### src/rtl/matrix_loader.sv
// Frame parser that unpacks a serial matrix/vector frame (FE, N, N*N matrix, N vector, EF)
// into row-FIFO and vector-FIFO write strobes, then launches the processor FSM.
module matrix_loader #(
  parameter int MAX_N  = 8,
  parameter int DATA_W = 8
) (
  input  logic              clk,
  input  logic              rst,
  input  logic [DATA_W-1:0] rx_data,
  input  logic              rx_valid,
  input  logic              proc_done,
  output logic [3:0]        N,
  output logic [DATA_W-1:0] push_data,
  output logic [MAX_N-1:0]  mat_push,
  output logic              vec_push,
  output logic              flush,
  output logic              start,
  output logic              busy,
  output logic              err
);

  localparam logic [2:0] S_IDLE    = 3'd0;
  localparam logic [2:0] S_GET_N   = 3'd1;
  localparam logic [2:0] S_MATRIX  = 3'd2;
  localparam logic [2:0] S_VECTOR  = 3'd3;
  localparam logic [2:0] S_TRAILER = 3'd4;
  localparam logic [2:0] S_START   = 3'd5;
  localparam logic [2:0] S_WAIT    = 3'd6;
  localparam logic [2:0] S_ERROR   = 3'd7;

  localparam logic [DATA_W-1:0] HEADER  = DATA_W'(8'hFE);
  localparam logic [DATA_W-1:0] TRAILER = DATA_W'(8'hEF);
  localparam logic [DATA_W-1:0] MAX_N_B = DATA_W'(MAX_N);
  localparam logic [MAX_N-1:0]  ROW0    = MAX_N'(1);

  logic [2:0]        state_q,     state_d;
  logic [3:0]        n_q,         n_d;
  logic [3:0]        row_q,       row_d;
  logic [3:0]        col_q,       col_d;
  logic [3:0]        vcnt_q,      vcnt_d;
  logic [DATA_W-1:0] push_data_q, push_data_d;
  logic [MAX_N-1:0]  mat_push_q,  mat_push_d;
  logic              vec_push_q,  vec_push_d;
  logic              flush_q,     flush_d;
  logic              start_q,     start_d;
  logic              err_q,       err_d;
  logic [3:0]        n_last;

  assign n_last = n_q - 4'd1;

  always_comb begin
    // NOTE: every signal gets a default before the case so no path can infer a latch.
    state_d     = state_q;
    n_d         = n_q;
    row_d       = row_q;
    col_d       = col_q;
    vcnt_d      = vcnt_q;
    push_data_d = push_data_q;
    mat_push_d  = '0;
    vec_push_d  = 1'b0;
    flush_d     = 1'b0;
    start_d     = 1'b0;
    err_d       = 1'b0;

    case (state_q)
      S_IDLE: begin
        if (rx_valid && rx_data == HEADER) begin
          state_d = S_GET_N;
          flush_d = 1'b1;
        end
      end

      S_GET_N: begin
        if (rx_valid) begin
          if (rx_data != '0 && rx_data <= MAX_N_B) begin
            n_d     = rx_data[3:0];
            row_d   = 4'd0;
            col_d   = 4'd0;
            vcnt_d  = 4'd0;
            state_d = S_MATRIX;
          end else begin
            state_d = S_ERROR;
            err_d   = 1'b1;
            flush_d = 1'b1;
          end
        end
      end

      S_MATRIX: begin
        if (rx_valid) begin
          push_data_d = rx_data;
          mat_push_d  = ROW0 << row_q;
          if (col_q == n_last) begin
            col_d = 4'd0;
            if (row_q == n_last) begin
              row_d   = 4'd0;
              state_d = S_VECTOR;
            end else begin
              row_d = row_q + 4'd1;
            end
          end else begin
            col_d = col_q + 4'd1;
          end
        end
      end

      S_VECTOR: begin
        if (rx_valid) begin
          push_data_d = rx_data;
          vec_push_d  = 1'b1;
          if (vcnt_q == n_last) begin
            vcnt_d  = 4'd0;
            state_d = S_TRAILER;
          end else begin
            vcnt_d = vcnt_q + 4'd1;
          end
        end
      end

      S_TRAILER: begin
        if (rx_valid) begin
          if (rx_data == TRAILER) begin
            state_d = S_START;
            start_d = 1'b1;
          end else begin
            state_d = S_ERROR;
            err_d   = 1'b1;
            flush_d = 1'b1;
          end
        end
      end

      S_START: state_d = S_WAIT;

      S_WAIT: begin
        if (proc_done) state_d = S_IDLE;
      end

      S_ERROR: state_d = S_IDLE;

      default: state_d = S_IDLE;
    endcase
  end

  // Pulse outputs are registered on the transition, so they are high during the START/ERROR cycle.
  always_ff @(posedge clk or negedge rst) begin
    if (!rst) begin
      state_q     <= S_IDLE;
      n_q         <= 4'd0;
      row_q       <= 4'd0;
      col_q       <= 4'd0;
      vcnt_q      <= 4'd0;
      push_data_q <= '0;
      mat_push_q  <= '0;
      vec_push_q  <= 1'b0;
      flush_q     <= 1'b0;
      start_q     <= 1'b0;
      err_q       <= 1'b0;
    end else begin
      // NOTE: non-blocking assignments keep every register sampling pre-edge values.
      state_q     <= state_d;
      n_q         <= n_d;
      row_q       <= row_d;
      col_q       <= col_d;
      vcnt_q      <= vcnt_d;
      push_data_q <= push_data_d;
      mat_push_q  <= mat_push_d;
      vec_push_q  <= vec_push_d;
      flush_q     <= flush_d;
      start_q     <= start_d;
      err_q       <= err_d;
    end
  end

  assign N         = n_q;
  assign push_data = push_data_q;
  assign mat_push  = mat_push_q;
  assign vec_push  = vec_push_q;
  assign flush     = flush_q;
  assign start     = start_q;
  assign err       = err_q;
  assign busy      = (state_q != S_IDLE);

endmodule

### config.mk
export PLATFORM = sky130hd
export DESIGN_NAME = matrix_loader
export DESIGN_NICKNAME = d
export VERILOG_FILES = /design/src/rtl/matrix_loader.sv
export SDC_FILE = /design/constraint.sdc
export NUM_CORES = 1
export LEC_CHECK = 0
export ABC_CLOCK_PERIOD_IN_PS = 3000
export BUFFER_PORTS_ARGS = -buffer_cell sky130_fd_sc_hd__buf_4
export CORE_MARGIN = 2
export CORE_UTILIZATION = 35
export DETAILED_ROUTE_END_ITERATION = 8
export SYNTH_ARGS = -nofsm -noshare
export SYNTH_HDL_FRONTEND = slang
export SYNTH_SLANG_ARGS = --single-unit
### constraint.sdc
create_clock -name clk -period 3 [get_ports clk]
set_input_delay 0.15 -clock clk [delete_from_list [all_inputs] [get_ports clk]]
set_output_delay 0.15 -clock clk [all_outputs]
set_load 0.01 [all_outputs]
==> run_results.csv, run 1 <==
group,metric,value,unit
placement,dp.cells,301,
min_path,worstHoldPathCells,2,
power,powerDensity,804,nW/um^2
clock_tree,insertion_delay,0.30,ns
timing,rsz0062_at_grt,"no",
global_route,grt_pass1_vias,1466,
routing,ant_nets,0,
routing,wire_per_inst,14.1,um
timing,finalHoldViolCount,0,
synth,ys.flop_type,"dfrtp_1",
global_route,antenna_found_initial,0,
cells_and_area,diodes,0,
routing,first_pass_iters,4,
critical_path,reg2reg_from,"N[0]",
clock_tree,htreeDepth,2,
routing,vias,1531,
die,dieArea,6630,um^2
critical_path,r2r_slack,0.44,ns
clock_tree,clockRootBuffer,"clkbuf_8",
synth,ys_ff_latch,39,
cells_and_area,finalCoreUtilization,43.3,%
run_status,status,"finished clean",
timing,setup_viol_count_final,0,
die,start_util,35.8,%
min_path,hold-path-endpoint,"start",
critical_path,cp.arrival,2.75,ns
placement,hpwl,3170,um
clock_tree,cts.path.max_buffers,2,
synth,syn_avg_cell_area,10.8,um^2
routing,drt_iter0_drc,74,
cells_and_area,areaGrowthSynthToFinish,20.8,%
job,drv_cap,0,
min_path,hold_start,"rx_data[4]",
clock_tree,cts_tree,"done",
cells_and_area,nets,255,
timing,drv_slew,0,
power,p_leak,1.18,nW
timing,fmax,390,MHz
synth,synth_area,2100,um^2
clock_tree,path_clk_slew,0.08,ns
timing,finalCritPeriodShare,85.4,%
global_route,grt.total_usage,14.8,%
cells_and_area,drive_above_1_share,27.7,%
synth,synth.yosys.warnings,0,
critical_path,r2r_end,"state_q[2]",
critical_path,crit_required,3.19,ns
die,die_y,81.4,um
timing,fin_ws,0.439,ns
global_route,grt_pass1_wl,7270,um
critical_path,crit_fanout,7,
cells_and_area,finalNonFillerCells,310,
timing,worstMarginPinSlew,0.565,ns
die,core,5850,um^2
cells_and_area,n_fill_cell,579,
synth,synthDistinctLibCells,47,
routing,routed_wl,4380,um
routing,viasPerCell,4.94,
global_route,grt_max_degree,40,
synth,async_reset_ff_share,100,%
timing,setup_tns,0,ns
power,finalPower,0.00204,W
clock_tree,cts-buffers-inserted,5,
die,rows,28,
clock_tree,post_cts_buffers,0,
synth,ys_seq_area_share,46.5,%
critical_path,startpoint_type,"flip-flop",
synth,synthCells,195,
timing,finClkSkew,0.00524,ns
global_route,gr-total-overflow,0,
critical_path,worstSetupPathType,"flip-flop to flip-flop",
die,die_w,81.4,um
synth,synth_top_area_share,46.5,%
clock_tree,numClockSinks,39,
critical_path,worst_setup_path_end_kind,"flip-flop",
synth,synthTopCellsByArea,"dfrtp_1 47%, mux2_2 7.0%, ha_1 5.4%",
die,io_pins,37,
synth,syn_nets,216,
min_path,hp-class,"primary input to flip-flop",
placement,io_buffer_count,36,
placement,pre_cts_ws,0.458,ns
routing,drc,0,
clock_tree,post_cts_resized,0,
synth,synth_top_area_cell,"dfrtp_1",
critical_path,rr_worst_depth,7,
clock_tree,cts_hold_buffers,1,
timing,slew_headroom,62.0,%
placement,gp_congestion,0.809,
synth,synth_edf_count,0,
timing,min_period,2.56,ns
power,worst_ir_drop_vdd,0.372,mV
final cells by class:
| cell class | instances | area, um^2 | share of cell area (%) |
|---|---|---|---|
| inverter | 11 | 41.3 | 1.63 |
| tap | 75 | 93.8 | 3.71 |
| clock buffer | 7 | 76.3 | 3.01 |
| timing repair buffer | 39 | 295 | 11.7 |
| multi-input combinational | 138 | 1040 | 41.3 |
| sequential | 39 | 976 | 38.5 |
| clock inverter | 1 | 5.00 | 0.198 |
placed cells by master (no fill, tap or decap), types with 3 or more instances in the layout:
cell	count
nand3_1	6
nand2b_1	3
o22ai_1	3
inv_1	11
mux2i_1	3
dfrtp_1	39
mux2_2	13
nor2_1	7
ha_1	9
and3_1	4
o21ai_0	11
xnor2_1	9
a21oi_1	3
nor3_1	6
and2_1	6
clkbuf_8	5
nor4_1	5
nand2_1	16
buf_4	38
cells by family (layout without fill, tap and decap cells):
kind of cell / after synthesis / in the layout / synth area share [%]
flip-flops: 39 / 39 / 46.5
multiplexers: 16 / 16 / 8.41
adder cells (fa/ha/maj): 9 / 9 / 5.37
AND/OR/NAND/NOR: 67 / 67 / 18.0
AO/OA/AOI/OAI: 32 / 32 / 10.2
XOR/XNOR: 14 / 14 / 7.88
buffers and inverters: 18 / 58 / 3.64
per-layer routing:
metal	share of wire (%)	vias up	wire length (um)	GRT usage, %
met4	1.3	0	59	7.12
li1	-	767	-	-
met3	3.7	6	162	3.89
met1	46	730	2030	18.5
met2	49	28	2130	23.5
met5	0	-	0	0
flip-flops by register name (all words and copies together), names as in the netlist, 3 cells and up:
register,count
row_q,4
col_q,4
push_data,8
state_q,3
N,4
vcnt_q,4
mat_push,8
worst max path at each step:
stage	from	end	slack [ns]
finish	N[0]	state_q[2]	0.44
global route	N[0]	state_q[2]	0.22
CTS	N[0]	state_q[2]	0.43
detailed placement	N[0]	state_q[2]	0.46
global placement	N[0]	state_q[0]	0.54
floorplan	N[0]	state_q[0]	0.52
report_power, final:
group / leakage, nW / internal, W / switching, W
Sequential: 0.517 / 0.000659 / 0.000147
Clock: 0.0422 / 0.000163 / 0.000194
Combinational: 0.616 / 0.000467 / 0.000407
Total: 1.18 / 0.00129 / 0.000748
critical path: stages (launching register included):
cell     delay, ns
dfrtp_1       0.50
inv_1         0.08
ha_1          0.23
xor2_1        0.28
xnor2_1       0.16
a31oi_1       0.22
nor4_1        0.59
mux2_2        0.40
synth_stat cells (2+ instances only):
cell	number
and3_1	4
a31oi_1	2
xnor3_1	2
nand2b_1	3
o21ai_0	11
clkbuf_1	5
and2_1	6
dfrtp_1	39
mux2_2	13
nor2_1	7
ha_1	9
or2_2	2
nor3_1	6
o22ai_1	3
xor2_1	2
nor4_1	5
xnor2_1	9
nand2_1	16
a21oi_1	3
or4_1	2
inv_1	11
mux2i_1	3
a22o_1	2
nand3_1	6
o21a_1	2
stage by stage:
stage | hold WS [ns] | cell area, um^2
floorplan | -0.146 | 2100
global placement | 0.153 | 2440
detailed placement | 0.158 | 2440
CTS | 0.0407 | 2530
global route | 0.0480 | 2530
finish | 0.0446 | 2530
(Power assumes the default switching activity.)
==> run 2, diff against run 1 <==
--- a/config.mk
+++ b/config.mk
@@ -7,9 +7,10 @@
 export LEC_CHECK = 0
 export ABC_CLOCK_PERIOD_IN_PS = 3000
 export BUFFER_PORTS_ARGS = -buffer_cell sky130_fd_sc_hd__buf_4
-export CORE_MARGIN = 2
 export CORE_UTILIZATION = 35
 export DETAILED_ROUTE_END_ITERATION = 8
+export HOLD_SLACK_MARGIN = 0.03
+export RECOVER_POWER = 100
 export SYNTH_ARGS = -nofsm -noshare
 export SYNTH_HDL_FRONTEND = slang
 export SYNTH_SLANG_ARGS = --single-unit
==> run_results.csv, run 2 (same netlist as run 1, synthesis figures left out) <==
group,metric,value,unit
timing,setup_viol_count_final,0,
die,rows,27,
global_route,antenna_found_initial,0,
critical_path,reg2reg_from,"N[0]",
routing,routed_wl,4190,um
global_route,grt_pass1_vias,1521,
routing,vias,1541,
clock_tree,path_clk_slew,0.08,ns
critical_path,startpoint,"N[0]",
placement,pre_cts_ws,0.420,ns
timing,fmax,386,MHz
die,die_y,79.4,um
clock_tree,insertion_delay,0.29,ns
critical_path,worst_setup_path_end_kind,"flip-flop",
clock_tree,numClockSinks,39,
critical_path,worstSetupPathType,"flip-flop to flip-flop",
timing,finalHoldViolCount,0,
timing,finClkSkew,0.00464,ns
critical_path,r2r_end,"state_q[2]",
cells_and_area,finalCoreUtilization,43.9,%
global_route,gr-total-overflow,0,
die,dieArea,6310,um^2
job,drv_cap,1,
global_route,grt_pass1_wl,7250,um
power,p_leak,1.09,nW
timing,drv_slew,40,
timing,rsz0062_at_grt,"no",
power,powerDensity,849,nW/um^2
placement,io_buffer_count,36,
timing,worstMarginPinSlew,2.06,ns
cells_and_area,diodes,0,
timing,fin_ws,0.412,ns
cells_and_area,nets,255,
critical_path,crit_fanout,9,
routing,viasPerCell,5.02,
clock_tree,cts-buffers-inserted,5,
global_route,grt_max_degree,40,
cells_and_area,layout_common_cells,"39 x dfrtp_1, 27 x clkbuf_1, 16 x nand2_1",
placement,hpwl,3060,um
timing,slew_headroom,-37.1,%
clock_tree,cts_tree,"done",
placement,dp.cells,298,
critical_path,cp.arrival,2.77,ns
timing,setup_tns,0,ns
clock_tree,clockRootBuffer,"clkbuf_8",
min_path,worstHoldPathCells,2,
cells_and_area,finalNonFillerCells,307,
critical_path,crit_required,3.18,ns
die,start_util,37.2,%
clock_tree,htreeDepth,2,
clock_tree,post_cts_resized,0,
critical_path,crit_path_end,"state_q[2]",
routing,first_pass_iters,4,
critical_path,startpoint_type,"flip-flop",
die,io_pins,37,
die,core,5640,um^2
routing,ant_nets,0,
run_status,violations,"max-capacitance violations, max-slew violations",
global_route,grt.total_usage,15.1,%
cells_and_area,layout.cells.most_common,"dfrtp_1",
clock_tree,cts.path.max_buffers,2,
placement,gp_congestion,0.813,
power,worst_ir_drop_vdd,0.417,mV
routing,drc,0,
cells_and_area,areaGrowthSynthToFinish,18.2,%
cells_and_area,drive_above_1_share,16.6,%
min_path,hp-class,"primary input to flip-flop",
routing,wire_per_inst,13.6,um
critical_path,rr_worst_depth,7,
timing,finalCritPeriodShare,86.3,%
timing,min_period,2.59,ns
routing,drt_iter0_drc,57,
run_status,status,"finished, violations left",
critical_path,r2r_slack,0.41,ns
die,die_w,79.4,um
-- run 2: changes by cell type in the layout (fill, tap and decap cells not counted), sizes merged --
cell    previous run  this run
bufinv             0         2
clkinv             1         0
buf               38        12
clkbuf             7        32
-- run 2: repair_timing --
item / 4_1_cts / 5_1_grt
hold buffers: 1 / 0
hold endpoints to repair: 39 / 0
buffers inserted: 0 / 0
-- run 2: through the flow --
stage	hold slack, ns	total power [W]	instance area, um^2
after floorplan	-0.146	0.00139	2100
after global placement	0.153	0.00168	2440
after detailed placement	0.154	0.00168	2440
after CTS	0.0390	0.00221	2580
after global routing	0.0448	0.00225	2480
final	0.0465	0.00210	2480
-- run 2: worst max-delay path: stages, from the launching register on --
cell and delay (ns):
dfrtp_1 0.49, inv_1 0.07, ha_1 0.23, xor2_1 0.25, xnor2_1 0.15, a31oi_1 0.29, nor4_1 0.59, mux2_2 0.40
-- run 2: cell type report --
type | instances | area [um^2]
clock buffers | 6 | 72.6
clock inverters | 2 | 60.1
fillers | 543 | 3160
inverters | 11 | 41.3
multi-input cells | 138 | 1040
flip-flops and latches | 39 | 976
well taps | 72 | 90.1
repair buffers | 39 | 198
-- run 2: how the worst min path moves through the flow --
stage	start	end
2_1_floorplan	rst	N[0]
3_3_place_gp	rst	mat_push[0]
3_5_place_dp	rst	mat_push[2]
4_1_cts	rx_data[4]	start
5_1_grt	rx_data[4]	start
6_report	rx_data[4]	start
-- run 2: metal layers --
layer	share of wire (%)	track usage, %
met1	47	19.3
met2	47	24.1
met3	4.2	3.66
met4	2.1	6.73
met5	0	0
-- run 2: where the power goes --
group          internal (W)  switching [W]
clock network      0.000332       0.000184
logic              0.000384       0.000400
registers          0.000659       0.000145
total               0.00137       0.000730
==> run 3, diff against run 2 <==
--- a/config.mk
+++ b/config.mk
@@ -5,6 +5,7 @@
 export SDC_FILE = /design/constraint.sdc
 export NUM_CORES = 1
 export LEC_CHECK = 0
+export ABC_AREA = 1
 export ABC_CLOCK_PERIOD_IN_PS = 3000
 export BUFFER_PORTS_ARGS = -buffer_cell sky130_fd_sc_hd__buf_4
 export CORE_UTILIZATION = 35
==> run_results.csv, run 3 <==
group,metric,value,unit
placement,dp.cells,385,
clock_tree,numClockSinks,39,
cells_and_area,areaGrowthSynthToFinish,16.3,%
synth,ys_seq_area_share,45.0,%
global_route,grt_max_degree,40,
clock_tree,path_clk_slew,0.09,ns
synth,async_reset_ff_share,100,%
clock_tree,post_cts_buffers,0,
die,dieArea,6510,um^2
synth,synth_top_family_by_area,"simple AND/OR/NAND/NOR gates",
synth,ys_ff_latch,39,
routing,wl_met1,2330,um
routing,vias,1907,
clock_tree,cts-buffers-inserted,5,
critical_path,cp_slowest_cell,"o21ai_0",
critical_path,crit_chain,"inv_1, ha_1, nand2_1, inv_1, nor2_1, nand2_1, nor2_1, nand3_1, o21ai_0, nand2_2, nand2_1, nand2_1",
cells_and_area,multiInputGateArea,998,um^2
power,worst_ir_drop_vdd,0.359,mV
timing,worstMarginPinSlew,0.594,ns
timing,rsz0062_at_grt,"no",
timing,finClkSkew,0.00886,ns
synth,synthCells,275,
cells_and_area,diodes,0,
global_route,antenna_found_initial,0,
routing,ant_nets,0,
synth,synthMuxAreaShare,0.520,%
synth,synth_edf_count,0,
global_route,grt_pass1_vias,1823,
critical_path,worstSetupPathType,"flip-flop to flip-flop",
clock_tree,insertion_delay,0.30,ns
placement,pre_cts_ws,1.08,ns
synth,synth_common_cells,"74 x nand2_1, 39 x dfrtp_1, 35 x nand3_1",
synth,syn_nets,296,
cells_and_area,drive_above_1_share,10.7,%
timing,fmax,448,MHz
die,die_y,80.7,um
synth,syn_avg_cell_area,7.88,um^2
cells_and_area,regArea,976,um^2
job,drv_cap,0,
global_route,grt.total_usage,17.1,%
critical_path,cp.arrival,2.42,ns
power,p_leak,1.26,nW
routing,drt_iter0_drc,129,
placement,io_buffer_count,36,
critical_path,startpoint_type,"flip-flop",
timing,finalHoldViolCount,0,
critical_path,cp_common_cell,"nand2_1",
synth,synth_compound_area_share,7.39,%
synth,synth_area,2170,um^2
routing,wire_per_inst,12.4,um
die,core,5960,um^2
routing,routed_wl,4890,um
clock_tree,post_cts_resized,0,
routing,wl_met2,2290,um
clock_tree,cts_tree,"done",
timing,min_period,2.23,ns
die,io_pins,37,
cells_and_area,layout.cells.most_common,"nand2_1",
critical_path,path_buf_inv,2,
synth,synthDistinctLibCells,30,
synth,ys.flop_type,"dfrtp_1",
critical_path,worst_setup_path_end_kind,"flip-flop",
cells_and_area,finish.instance_area,2520,um^2
synth,synth_top_area_share,45.0,%
die,die_w,80.7,um
timing,setup_viol_count_final,0,
clock_tree,cts.path.max_buffers,2,
placement,gp_congestion,0.885,
synth,synth_xor_area_share,1.62,%
critical_path,crit_fanout,7,
routing,routed-wl-met3,235,um
timing,fin_ws,0.768,ns
synth,synth_simple_gate_area_share,33.1,%
cells_and_area,layout_common_cells,"75 x nand2_1, 39 x dfrtp_1, 35 x nand3_1",
synth,synth_top_area_cell,"dfrtp_1",
synth,synth.yosys.warnings,0,
timing,hold_ws,0.0818,ns
clock_tree,htreeDepth,2,
cells_and_area,nets,339,
timing,finalCritPeriodShare,74.4,%
critical_path,cp_slowest_stage_delay,0.44,ns
timing,slew_headroom,60.3,%
run_status,status,"finished clean",
cells_and_area,n_fill_cell,637,
routing,drc,0,
timing,drv_slew,0,
clock_tree,clockRootBuffer,"clkbuf_8",
synth,synthTopCellsByArea,"dfrtp_1 45%, nand2_1 13%, nand3_1 8.1%",
critical_path,crit_required,3.19,ns
routing,viasPerCell,4.84,
min_path,hp-class,"primary input to flip-flop",
global_route,gr-total-overflow,0,
synth,synth-adder-area-share,5.20,%
global_route,grt_pass1_wl,8470,um
placement,hpwl,3780,um
die,rows,28,
power,powerDensity,938,nW/um^2
synth,yosysMostFrequentCell,"nand2_1",
cells_and_area,finalNonFillerCells,394,
critical_path,cpLargestDelayFamily,"simple AND/OR/NAND/NOR gates",
routing,top_layer,"met4",
die,start_util,36.4,%
placement,placed_cell_area,2530,um^2
routing,first_pass_iters,5,
timing,setup_tns,0,ns
-- run 3: cell types whose count changed after synthesis, moves of 9 or more --
cell,change
inv_1,+19
mux2_2,-12
nand2_1,+58
nand3_1,+29
nor2_1,+18
xnor2_1,-9
-- run 3: metal layers --
layer / vias to the layer above / global-route usage [%]
met5: - / 0
met4: 0 / 3.21
met3: 5 / 3.75
met2: 50 / 29.1
met1: 884 / 22.3
li1: 968 / -
-- run 3: logic make-up after synthesis --
logic type / Yosys count
AOI/OAI and AO/OA: 26
DFF: 39
muxes: 1
adders and majority gates: 9
xor gates and xnor gates: 4
and+or+nand+nor: 156
buffers and inverters: 40
-- run 3: area by class of cell --
cell class                 instances  share of cell area (%)
sequential                        39                    38.7
multi-input combinational        196                    39.6
timing repair buffer              37                    7.39
clock inverter                     3                    1.89
clock buffer                       5                    2.73
inverter                          39                    5.96
tap                               75                    3.72
-- run 3: per-stage QoR --
stage | power, W | util, %
final | 0.00236 | 42.3
after global routing | 0.00259 | 42.3
after CTS | 0.00248 | 44.6
after detailed placement | 0.00201 | 42.4
after global placement | 0.00200 | 42.4
after floorplan | 0.00164 | -
-- run 3: worst reg2reg max path, delay by kind of cell (launching register included) --
kind,cells,cell delay (ns)
buf+inv,2,0.19
compound gates,1,0.44
fa+ha+maj,1,0.39
flops,1,0.43
simple gates,8,0.69
-- run 3: path summary, 6_finish.rpt --
check	start	endpoint	slack, ns	depth (start not counted)
min in group asynchronous	rst	push_data[1]	0.35	2
hold reg to reg	push_data[3]	push_data[3]	0.49	2
setup / recovery	N[0]	state_q[2]	0.77	12
setup reg to reg	N[0]	state_q[2]	0.77	12
max in group asynchronous	rst	vcnt_q[2]	2.30	2
hold / removal	rx_data[2]	N[2]	0.08	3
-- run 3: power breakdown --
part           switching (W)  total [W]  internal [W]
Clock               0.000214   0.000466      0.000252
Sequential          0.000177   0.000873      0.000697
Combinational       0.000660    0.00102      0.000365
-- run 3: what timing repair did --
action | CTS | global route
setup endpoints to repair | 0 | 0
hold buffers | 1 | 0
endpoints found under the hold margin | 39 | 0
